===== src/rtl/uart_pkg.sv =====
// Shared UART definitions: oversampling constants and the
// receiver/transmitter state type.
package uart_pkg;

  localparam int OVERSAMPLE = 8;
  localparam int MID_TICK   = 4;
  localparam int TICK_W     = $clog2(OVERSAMPLE);

  typedef enum logic [1:0] {
    ST_IDLE  = 2'd0,
    ST_START = 2'd1,
    ST_DATA  = 2'd2,
    ST_STOP  = 2'd3
  } uart_state_e;

  // A zero divider would never tick; treat it as one.
  function automatic logic [15:0] eff_prescale(
    input logic [15:0] p
  );
    return (p == 16'd0) ? 16'd1 : p;
  endfunction

endpackage


===== src/rtl/uart_rx_sync.sv =====
// Multi-flop synchronizer for an asynchronous input,
// with a configurable depth and reset value.
module sync_ff #(
  parameter int   DEPTH   = 2,
  parameter logic RST_VAL = 1'b1
) (
  input  logic clk,
  input  logic arstn,
  input  logic i_d,
  output logic o_q
);

  logic [DEPTH-1:0] r_q;

  generate
    if (DEPTH == 1) begin : g_one
      always_ff @(posedge clk or negedge arstn) begin
        if (!arstn) r_q <= RST_VAL;
        else        r_q <= i_d;
      end
    end else begin : g_many
      always_ff @(posedge clk or negedge arstn) begin
        if (!arstn) r_q <= {DEPTH{RST_VAL}};
        else        r_q <= {r_q[DEPTH-2:0], i_d};
      end
    end
  endgenerate

  assign o_q = r_q[DEPTH-1];

endmodule


===== src/rtl/uart_rx.sv =====
// UART receiver: 8x oversampled, LSB first, one stop bit,
// AXI-stream style output with frame and overrun flags.
module uart_rx
  import uart_pkg::*;
#(
  parameter int DATA_WIDTH = 8
) (
  input  logic                  clk,
  input  logic                  arstn,
  input  logic                  rxd,
  input  logic [15:0]           prescale,
  output logic [DATA_WIDTH-1:0] m_axis_tdata,
  output logic                  m_axis_tvalid,
  input  logic                  m_axis_tready,
  output logic                  busy,
  output logic                  frame_error,
  output logic                  overrun_error
);

  localparam int BW =
    (DATA_WIDTH > 1) ? $clog2(DATA_WIDTH) : 1;
  localparam logic [BW-1:0] LAST_BIT =
    BW'(DATA_WIDTH - 1);
  localparam logic [TICK_W-1:0] MID_T =
    TICK_W'(MID_TICK - 1);
  localparam logic [TICK_W-1:0] END_T =
    TICK_W'(OVERSAMPLE - 1);

  logic                  w_line;
  logic [15:0]           w_pre;
  logic                  w_tick;
  logic                  w_stop_tick;
  logic                  w_load;
  logic                  w_xfer;
  logic [DATA_WIDTH-1:0] w_shift;

  uart_state_e           r_state;
  logic [15:0]           r_cnt;
  logic [TICK_W-1:0]     r_tcnt;
  logic [BW-1:0]         r_bit;
  logic [DATA_WIDTH-1:0] r_shift;
  logic                  r_armed;
  logic [DATA_WIDTH-1:0] r_tdata;
  logic                  r_tvalid;
  logic                  r_ferr;
  logic                  r_oerr;

  sync_ff #(
    .DEPTH   (2),
    .RST_VAL (1'b1)
  ) u_sync (
    .clk   (clk),
    .arstn (arstn),
    .i_d   (rxd),
    .o_q   (w_line)
  );

  assign w_pre  = eff_prescale(prescale);
  // >= so a mid-frame shrink of prescale still ticks
  assign w_tick = (r_cnt >= w_pre - 16'd1);

  assign w_stop_tick = (r_state == ST_STOP) && w_tick
                    && (r_tcnt == END_T);
  assign w_load  = w_stop_tick && w_line;
  assign w_xfer  = r_tvalid && m_axis_tready;
  assign w_shift = (r_shift >> 1)
                 | (DATA_WIDTH'(w_line) << (DATA_WIDTH - 1));

  always_ff @(posedge clk or negedge arstn) begin
    if (!arstn) begin
      r_cnt <= '0;
    end else if (r_state == ST_IDLE) begin
      r_cnt <= '0;
    end else begin
      r_cnt <= w_tick ? 16'd0 : r_cnt + 16'd1;
    end
  end

  always_ff @(posedge clk or negedge arstn) begin
    if (!arstn) begin
      r_state <= ST_IDLE;
      r_tcnt  <= '0;
      r_bit   <= '0;
      r_shift <= '0;
      r_armed <= 1'b0;
    end else begin
      unique case (r_state)
        ST_IDLE: begin
          r_tcnt <= '0;
          r_bit  <= '0;
          if (w_line)       r_armed <= 1'b1;
          else if (r_armed) r_state <= ST_START;
        end
        ST_START: begin
          if (w_tick) begin
            if (r_tcnt == MID_T) begin
              r_tcnt  <= '0;
              r_state <= w_line ? ST_IDLE : ST_DATA;
            end else begin
              r_tcnt <= r_tcnt + 1'b1;
            end
          end
        end
        ST_DATA: begin
          if (w_tick) begin
            if (r_tcnt == END_T) begin
              r_tcnt  <= '0;
              r_shift <= w_shift;
              r_bit   <= r_bit + 1'b1;
              if (r_bit == LAST_BIT) r_state <= ST_STOP;
            end else begin
              r_tcnt <= r_tcnt + 1'b1;
            end
          end
        end
        ST_STOP: begin
          if (w_tick) begin
            if (r_tcnt == END_T) begin
              r_tcnt  <= '0;
              r_state <= ST_IDLE;
              // a low stop (break) must clear before re-arming
              if (!w_line) r_armed <= 1'b0;
            end else begin
              r_tcnt <= r_tcnt + 1'b1;
            end
          end
        end
      endcase
    end
  end

  always_ff @(posedge clk or negedge arstn) begin
    if (!arstn) begin
      r_tdata  <= '0;
      r_tvalid <= 1'b0;
      r_ferr   <= 1'b0;
      r_oerr   <= 1'b0;
    end else begin
      r_ferr <= w_stop_tick && !w_line;
      r_oerr <= w_load && r_tvalid && !m_axis_tready;
      if (w_load) begin
        r_tdata  <= r_shift;
        r_tvalid <= 1'b1;
      end else if (w_xfer) begin
        r_tvalid <= 1'b0;
      end
    end
  end

  assign m_axis_tdata  = r_tdata;
  assign m_axis_tvalid = r_tvalid;
  assign busy          = (r_state != ST_IDLE);
  assign frame_error   = r_ferr;
  assign overrun_error = r_oerr;

endmodule


===== config.mk =====
export PLATFORM = sky130hd
export DESIGN_NAME = uart_rx
export DESIGN_NICKNAME = d
export VERILOG_FILES = /design/src/rtl/uart_pkg.sv /design/src/rtl/uart_rx_sync.sv /design/src/rtl/uart_rx.sv
export SDC_FILE = /design/constraint.sdc
export NUM_CORES = 1
export LEC_CHECK = 0
export BUFFER_PORTS_ARGS = -buffer_cell sky130_fd_sc_hd__buf_2
export CORE_UTILIZATION = 50
export CTS_CLUSTER_DIAMETER = 60
export DETAILED_ROUTE_END_ITERATION = 12
export HOLD_SLACK_MARGIN = 0.05
export PLACE_DENSITY = 0.73
export SLEW_MARGIN = 5
export SYNTH_ARGS = -nofsm -noshare
export SYNTH_HDL_FRONTEND = slang
export SYNTH_SLANG_ARGS = --single-unit

===== constraint.sdc =====
create_clock -name clk -period 4.5 [get_ports clk]
set_input_delay 0 -clock clk [delete_from_list [all_inputs] [get_ports clk]]
set_output_delay 0 -clock clk [all_outputs]
set_load 0.02 [all_outputs]

==> impl_metrics.tcl, run 1 <==
set metrics [dict create \
    run_status "complete, no violations" \
    grt.met3_usage_pct 3.97 \
    synth_area_per_cell_um2 10.5 \
    grtUsageMet2_pct 29.8 \
    clock_tree_from_tritoncts "done" \
    synth_top_cells_by_area "sky130_fd_sc_hd__dfrtp_1 41%, sky130_fd_sc_hd__ha_1 11%, sky130_fd_sc_hd__mux2_4 8.9%" \
    maxSlewViolCount 0 \
    die_width_um 75.6 \
    finish.cell_count_without_fillers 365 \
    area.growth.synth_to_final_pct 12.7 \
    worst_setup_path_start_kind "input pin" \
    timing.critical_path.required_ns 4.68 \
    cts_buffers 5 \
    vias 1921 \
    critical_path_arrival_ns 4.17 \
    cts-root-buf "sky130_fd_sc_hd__clkbuf_8" \
    cp-end-kind "register" \
    cts_repair_resize_count 0 \
    clkTransAtPathRegs_ns 0.09 \
    number_of_register_bits_inferred_by_synthesis 46 \
    rsz0062_at_grt "no" \
    final-setup-viol-count 0 \
    yosysTopAreaCellShare_pct 40.7 \
    row_count 26 \
    maximum_vdd_drop_mv 0.191 \
    timing.hold.worst.class "in2reg" \
    antenna_violating_nets_post_route 0 \
    total_iterations_of_the_first_detailed_routing_run 4 \
    detailedRoute.firstIterationViolations 86 \
    seq_area_frac_synth_pct 42.6 \
    grt_busiest_layer "met2" \
    clock_insertion_delay_worst_skew_ns 0.30 \
    synth-edff-count 0 \
    place.detailed.instances 354 \
    nets_in_the_synthesized_netlist 301 \
    gp_routability_congestion 0.842 \
    design.core.area_mm2 0.00517 \
    ys_types 42 \
    grt_start_max_net_pins 47 \
    max_slew_margin_pct 33.7 \
    async_reset_ff_share_pct 100 \
    vias_per_cell 5.26 \
    nNetsFinal 338 \
    critical_path_fanout_max 15 \
    post_synth_instance_area_mm2 0.00271 \
    timing.final.crit_period_ns 3.99 \
    layout-drive-gt1-share_pct 22.7 \
    cts_buffer_depth 2 \
    die-area_mm2 0.00571 \
    highest_clock_rate_mhz 250 \
    design.portCount 32 \
    antenna_cells 0 \
    setup_total_negative_slack_ns 0 \
    ys_warn_count 0 \
    met1_usage_pct 26.1 \
    globalRouteOverflowTotal 0 \
    cts.hold.buffers_added 3 \
    start_util_pct 52.3 \
    antenna_found_initial 0 \
    critical_path_class "in2reg" \
    synth_cells 257 \
    max_cap_violations 0 \
    clock-skew-final_ns 0.00910 \
    grt_pass1_vias 1858 \
    hold_violations 0 \
    post-synth-top-area-cell "sky130_fd_sc_hd__dfrtp_1" \
    global_route_wire_length_before_repair_mm 8.18 \
    power_density_mw_per_mm2 292 \
    dp_hpwl_mm 3.36 \
    post-cts-setup-buffers 0 \
    gr-usage-all-layers_pct 18.8 \
    cts.htree.levels 2 \
    leakagePower_nw 1.49 \
    wirelength_mm 4.67 \
    die-height_um 75.6 \
    number_of_buffers_inserted_by_port_buffering 31 \
    drc 0 \
    postSynth.topFlopCell "sky130_fd_sc_hd__dfrtp_1" \
    timing.final.crit_share_pct 88.8 \
    max_slew.worst_pin.slew_ns 0.994 \
    cts_sinks 46 \
    wl_per_cell_um 12.8 \
]
## power by group
part / internal [mW] / total [mW] / switching, mW
Clock: 0.112 / 0.258 / 0.145
Sequential: 0.443 / 0.480 / 0.0365
Combinational: 0.0735 / 0.152 / 0.0788
## critical path, cell delays in order
cell	delay, ns
sky130_fd_sc_hd__buf_2	0.13
sky130_fd_sc_hd__nor4_1	0.38
sky130_fd_sc_hd__nor4bb_1	0.42
sky130_fd_sc_hd__nor2b_1	0.28
sky130_fd_sc_hd__nor2_1	0.09
sky130_fd_sc_hd__ha_1	0.26
sky130_fd_sc_hd__nand3_1	0.13
sky130_fd_sc_hd__or3_1	0.13
sky130_fd_sc_hd__xor2_1	0.06
sky130_fd_sc_hd__ha_1	0.28
sky130_fd_sc_hd__nand4_1	0.09
sky130_fd_sc_hd__or3_1	0.39
sky130_fd_sc_hd__a2111oi_0	0.32
sky130_fd_sc_hd__or4_4	0.30
sky130_fd_sc_hd__and3_1	0.56
sky130_fd_sc_hd__mux2_4	0.35
## sequential cells by signal, summed over array words and instances, names as in the netlist, named ones only
register and count:
frame_error 1, r_bit 3, r_tcnt 3, r_cnt 16, m_axis_tvalid 1, u_sync.r_q 2
r_state 1, r_armed 1, m_axis_tdata 8, r_shift 8, overrun_error 1
## cell usage in the layout, fill, tap and decap left out, types with 3 or more instances in the layout
master / count
sky130_fd_sc_hd__buf_2: 31
sky130_fd_sc_hd__nor2_1: 31
sky130_fd_sc_hd__xnor2_1: 7
sky130_fd_sc_hd__nor3_1: 3
sky130_fd_sc_hd__nand2_1: 22
sky130_fd_sc_hd__nand4_1: 6
sky130_fd_sc_hd__clkbuf_8: 5
sky130_fd_sc_hd__xor2_1: 18
sky130_fd_sc_hd__nand3_1: 9
sky130_fd_sc_hd__dfrtp_1: 44
sky130_fd_sc_hd__and3_1: 6
sky130_fd_sc_hd__ha_1: 24
sky130_fd_sc_hd__mux2_4: 16
sky130_fd_sc_hd__a21oi_1: 11
sky130_fd_sc_hd__nand2b_1: 3
sky130_fd_sc_hd__nor4_1: 4
sky130_fd_sc_hd__buf_4: 3
sky130_fd_sc_hd__inv_1: 11
sky130_fd_sc_hd__o21ai_0: 4
sky130_fd_sc_hd__dlygate4sd3_1: 3
sky130_fd_sc_hd__or3_1: 3
## stage by stage
step	hold WS (ns)	util (%)	total power [mW]	instance area, µm²	setup slack, ns
3_3_place_gp	0.105	56.6	0.633	2930	0.453
4_1_cts	0.330	59.0	0.903	3050	0.541
6_report	0.344	59.0	0.890	3050	0.506
3_5_place_dp	0.108	56.6	0.636	2930	0.249
2_1_floorplan	-0.296	-	0.585	2710	0.955
5_1_grt	0.337	59.0	0.950	3050	0.261
## synthesized netlist by cell type (4+ instances only)
cell,n
sky130_fd_sc_hd__nand2_1,22
sky130_fd_sc_hd__nor4_1,4
sky130_fd_sc_hd__inv_1,11
sky130_fd_sc_hd__nand3_1,9
sky130_fd_sc_hd__and3_1,6
sky130_fd_sc_hd__xor2_1,18
sky130_fd_sc_hd__nor2_1,31
sky130_fd_sc_hd__a21oi_1,11
sky130_fd_sc_hd__o21ai_0,4
sky130_fd_sc_hd__nand4_1,6
sky130_fd_sc_hd__mux2_4,16
sky130_fd_sc_hd__dfrtp_1,44
sky130_fd_sc_hd__ha_1,24
sky130_fd_sc_hd__xnor2_1,7
## worst paths after layout
| check | endpoint | startpoint | cells after the start | slack (ns) |
|---|---|---|---|---|
| max | m_axis_tdata[0] | prescale[6] | 16 | 0.51 |
| min | u_sync.r_q[0] | rxd | 2 | 0.34 |
| max reg2reg | m_axis_tdata[0] | r_cnt[0] | 8 | 1.59 |
| min reg2reg | u_sync.r_q[1] | u_sync.r_q[0] | 0 | 0.36 |
| max in group asynchronous | overrun_error | arstn | 2 | 3.47 |
| min in group asynchronous | m_axis_tdata[6] | arstn | 2 | 0.40 |
## cell type report
type | count | area, µm²
Multi-Input combinational cell | 193 | 1470
Fill cell | 428 | 2120
Sequential cell | 46 | 1150
Clock buffer | 5 | 68.8
Clock inverter | 3 | 25.0
Tap cell | 70 | 87.6
Inverter | 11 | 41.3
Timing Repair Buffer | 37 | 208
## cell families (layout without fill, tap and decap cells)
family / Yosys count / in the layout / share of synthesized area [%]
and+or+nand+nor: 97 / 97 / 17.9
DFF: 46 / 46 / 42.6
AOI/OAI and AO/OA: 28 / 28 / 7.03
xor gates and xnor gates: 25 / 25 / 8.09
adders and majority gates: 24 / 24 / 11.1
muxes: 19 / 19 / 10.0
buffers and inverters: 18 / 56 / 3.19
## per-layer routing
metal | vias up | wire length, µm
met5 | - | 0
met4 | 0 | 38
met3 | 2 | 89
met2 | 24 | 2170
met1 | 920 | 2370
li1 | 975 | -
No activity file was read; power rests on OpenSTA's default activity.
==> inputs of run 2 (changes only) <==
--- a/config.mk
+++ b/config.mk
@@ -5,12 +5,13 @@
 export SDC_FILE = /design/constraint.sdc
 export NUM_CORES = 1
 export LEC_CHECK = 0
-export BUFFER_PORTS_ARGS = -buffer_cell sky130_fd_sc_hd__buf_2
 export CORE_UTILIZATION = 50
 export CTS_CLUSTER_DIAMETER = 60
 export DETAILED_ROUTE_END_ITERATION = 12
+export DONT_BUFFER_PORTS = 1
+export GPL_TIMING_DRIVEN = 0
 export HOLD_SLACK_MARGIN = 0.05
-export PLACE_DENSITY = 0.73
+export PLACE_DENSITY = 0.68
 export SLEW_MARGIN = 5
 export SYNTH_ARGS = -nofsm -noshare
 export SYNTH_HDL_FRONTEND = slang
==> run 2 against run 1 <==
Critical endpoint is now r_shift[1]. Core utilization down 2.2 points. Sequential power about the same. Cell area shrank 3.7%. Via count is 5.8% lower. Largest power group unchanged. Critical path type unchanged. Register-to-register slack better by 0.05 ns.
==> impl_metrics.tcl, run 2 (synthesis gave the netlist of run 1 again) <==
set metrics [dict create \
    pwr-share-clk_pct 28.9 \
    maxSlewViolCount 0 \
    number_of_buffers_inserted_by_port_buffering 0 \
    grt_start_max_net_pins 47 \
    nNetsFinal 312 \
    switching_share_pct 28.2 \
    finish.cell_count_without_fillers 339 \
    cts_buffer_depth 2 \
    global_route_wire_length_before_repair_mm 7.50 \
    die-area_mm2 0.00571 \
    cpPeakStageDelay_ns 0.52 \
    power.share.sequential_pct 55.4 \
    worst_path_dominant_cell_family "simple AND/OR/NAND/NOR gates" \
    run_status "complete, no violations" \
    die_width_um 75.6 \
    row_count 26 \
    vias_per_cell 5.34 \
    max_cap_violations 0 \
    antenna_found_initial 0 \
    r2r.worst_path.cells 8 \
    wirelength_met1_mm 2.33 \
    maximum_vdd_drop_mv 0.184 \
    setup_total_negative_slack_ns 0 \
    cts_sinks 46 \
    clock-skew-final_ns 0.00621 \
    antenna_cells 0 \
    dp_hpwl_mm 3.29 \
    power_density_mw_per_mm2 295 \
    critical_path_arrival_ns 4.19 \
    cp-end-kind "register" \
    timing.hold.worst.class "in2async" \
    highest_clock_rate_mhz 250 \
    layout.cells.most_common_list "44 x sky130_fd_sc_hd__dfrtp_1, 31 x sky130_fd_sc_hd__nor2_1, 24 x sky130_fd_sc_hd__ha_1, 22 x sky130_fd_sc_hd__nand2_1, 18 x sky130_fd_sc_hd__xor2_1" \
    critical_path_class "in2reg" \
    grt_pass1_vias 1706 \
    clock_tree_from_tritoncts "done" \
    cts-root-buf "sky130_fd_sc_hd__clkbuf_8" \
    crit_slowest_cell "sky130_fd_sc_hd__a2111oi_0" \
    total_iterations_of_the_first_detailed_routing_run 4 \
    hold_violations 0 \
    worst-path-buf-inv 1 \
    worstSetupPathDepth 16 \
    timing.final.crit_share_pct 88.9 \
    postPlaceCellArea_mm2 0.00279 \
    multi_input_area_mm2 0.00147 \
    layout-drive-gt1-share_pct 14.1 \
    start_util_pct 52.3 \
    p_switching_uw 244 \
    wirelength_mm 4.65 \
    detailroute.wirelength.met3_um 163 \
    place.detailed.instances 327 \
    gr-usage-all-layers_pct 17.7 \
    vias 1810 \
    cts_buffers 5 \
    critical_path.cell_chain "nor4_1, nor4bb_1, nor2b_1, nor2_1, ha_1, nand3_1, or3_1, xor2_1, ha_1, nand4_1, or3_1, a2111oi_0, or4_4, and4_4, buf_6, mux2_4" \
    gp_routability_congestion 0.744 \
    sequential_cell_area_mm2 0.00115 \
    design.portCount 32 \
    topRoutingLayerUsed "met4" \
    fillerInstances 462 \
    detailedRoute.firstIterationViolations 52 \
    drc 0 \
    antenna_violating_nets_post_route 0 \
    detailroute.wirelength.met2_mm 2.09 \
    die-height_um 75.6 \
    regMostFlops "r_cnt" \
    power.combinational.fraction_pct 15.7 \
    max_slew.worst_pin.slew_ns 0.620 \
    cts.htree.levels 2 \
    post-cts-setup-buffers 0 \
    globalRouteOverflowTotal 0 \
    leakagePower_nw 1.38 \
    max_slew_margin_pct 57.6 \
    number_of_flip_flops_under_the_largest_register_name 16 \
    timing.final.crit_period_ns 4.00 \
    clkTransAtPathRegs_ns 0.08 \
    fin_area_mm2 0.00294 \
    clock_insertion_delay_worst_skew_ns 0.30 \
    worst_setup_path_start_kind "input pin" \
    critical_path_fanout_max 8 \
    layout_commonest_cell "sky130_fd_sc_hd__dfrtp_1" \
    rsz0062_at_grt "no" \
    internal_cell_power_uw 622 \
    area.growth.synth_to_final_pct 8.55 \
    timing.critical_path.required_ns 4.69 \
    final-setup-viol-count 0 \
    wl_per_cell_um 13.7 \
    design.core.area_mm2 0.00517 \
]
## run 2: cell count changes in the layout (fill, tap and decap cells not counted), sizes merged
cell | previous run | this run
clkbuf | 5 | 8
clkinvlp | 1 | 0
clkinv | 1 | 2
inv | 12 | 11
buf | 34 | 6
## run 2: timing repair
| action | CTS | global route |
|---|---|---|
| hold endpoints to repair | 49 | 0 |
| resized for setup | 0 | 0 |
| hold buffers | 4 | 0 |
## run 2: per-stage QoR
step | total power [mW] | setup WS [ns] | util (%) | hold WS [ns]
2_1_floorplan | 0.585 | 0.955 | - | -0.296
3_3_place_gp | 0.608 | 0.277 | 54.0 | -0.295
3_5_place_dp | 0.612 | 0.242 | 54.0 | -0.294
4_1_cts | 0.878 | 0.547 | 56.8 | 0.199
5_1_grt | 0.919 | 0.232 | 56.8 | 0.203
6_report | 0.866 | 0.501 | 56.8 | 0.191
## run 2: worst register-to-register path, delay by kind of cell, from the launching register on
kind | cells | cell delay [ns]
AO/OA/AOI/OAI | 1 | 0.52
adder cells (fa/ha/maj) | 1 | 0.32
buffers and inverters | 1 | 0.15
flip-flops | 1 | 0.40
multiplexers | 1 | 0.32
AND/OR/NAND/NOR | 4 | 1.06
## run 2: final cells by class
class / instances / area share [%]
buffer: 7 / 1.53
clock buffer: 6 / 2.47
clock inverter: 2 / 0.468
inverter: 11 / 1.41
multi-input combinational: 193 / 49.9
sequential: 46 / 39.3
tap: 70 / 2.98
timing repair buffer: 4 / 1.96
## run 2: worst paths after layout
path / slack [ns] / startpoint / to
max: 0.50 / prescale[6] / r_shift[1]
min: 0.19 / arstn / m_axis_tdata[3]
max reg2reg: 1.64 / r_cnt[15] / r_shift[1]
min reg2reg: 0.36 / u_sync.r_q[0] / u_sync.r_q[1]
max in group asynchronous: 4.03 / arstn / u_sync.r_q[0]
min in group clk: 0.24 / rxd / u_sync.r_q[0]
## run 2: power groups by stage
stage          registers, mW  logic, mW  clock network [mW]
3_5_place_dp           0.488      0.124                   0
4_1_cts                0.480      0.138               0.259
6_report               0.480      0.136               0.250
5_1_grt                0.486      0.158               0.274
2_1_floorplan          0.478      0.107                   0
3_3_place_gp           0.489      0.119                   0
## run 2: metal layers
layer / track usage, % / vias to the layer above
met1: 23.1 / 864
met4: 7.41 / 0
met3: 4.63 / 7
li1: - / 919
met2: 27.9 / 20
met5: 0 / -
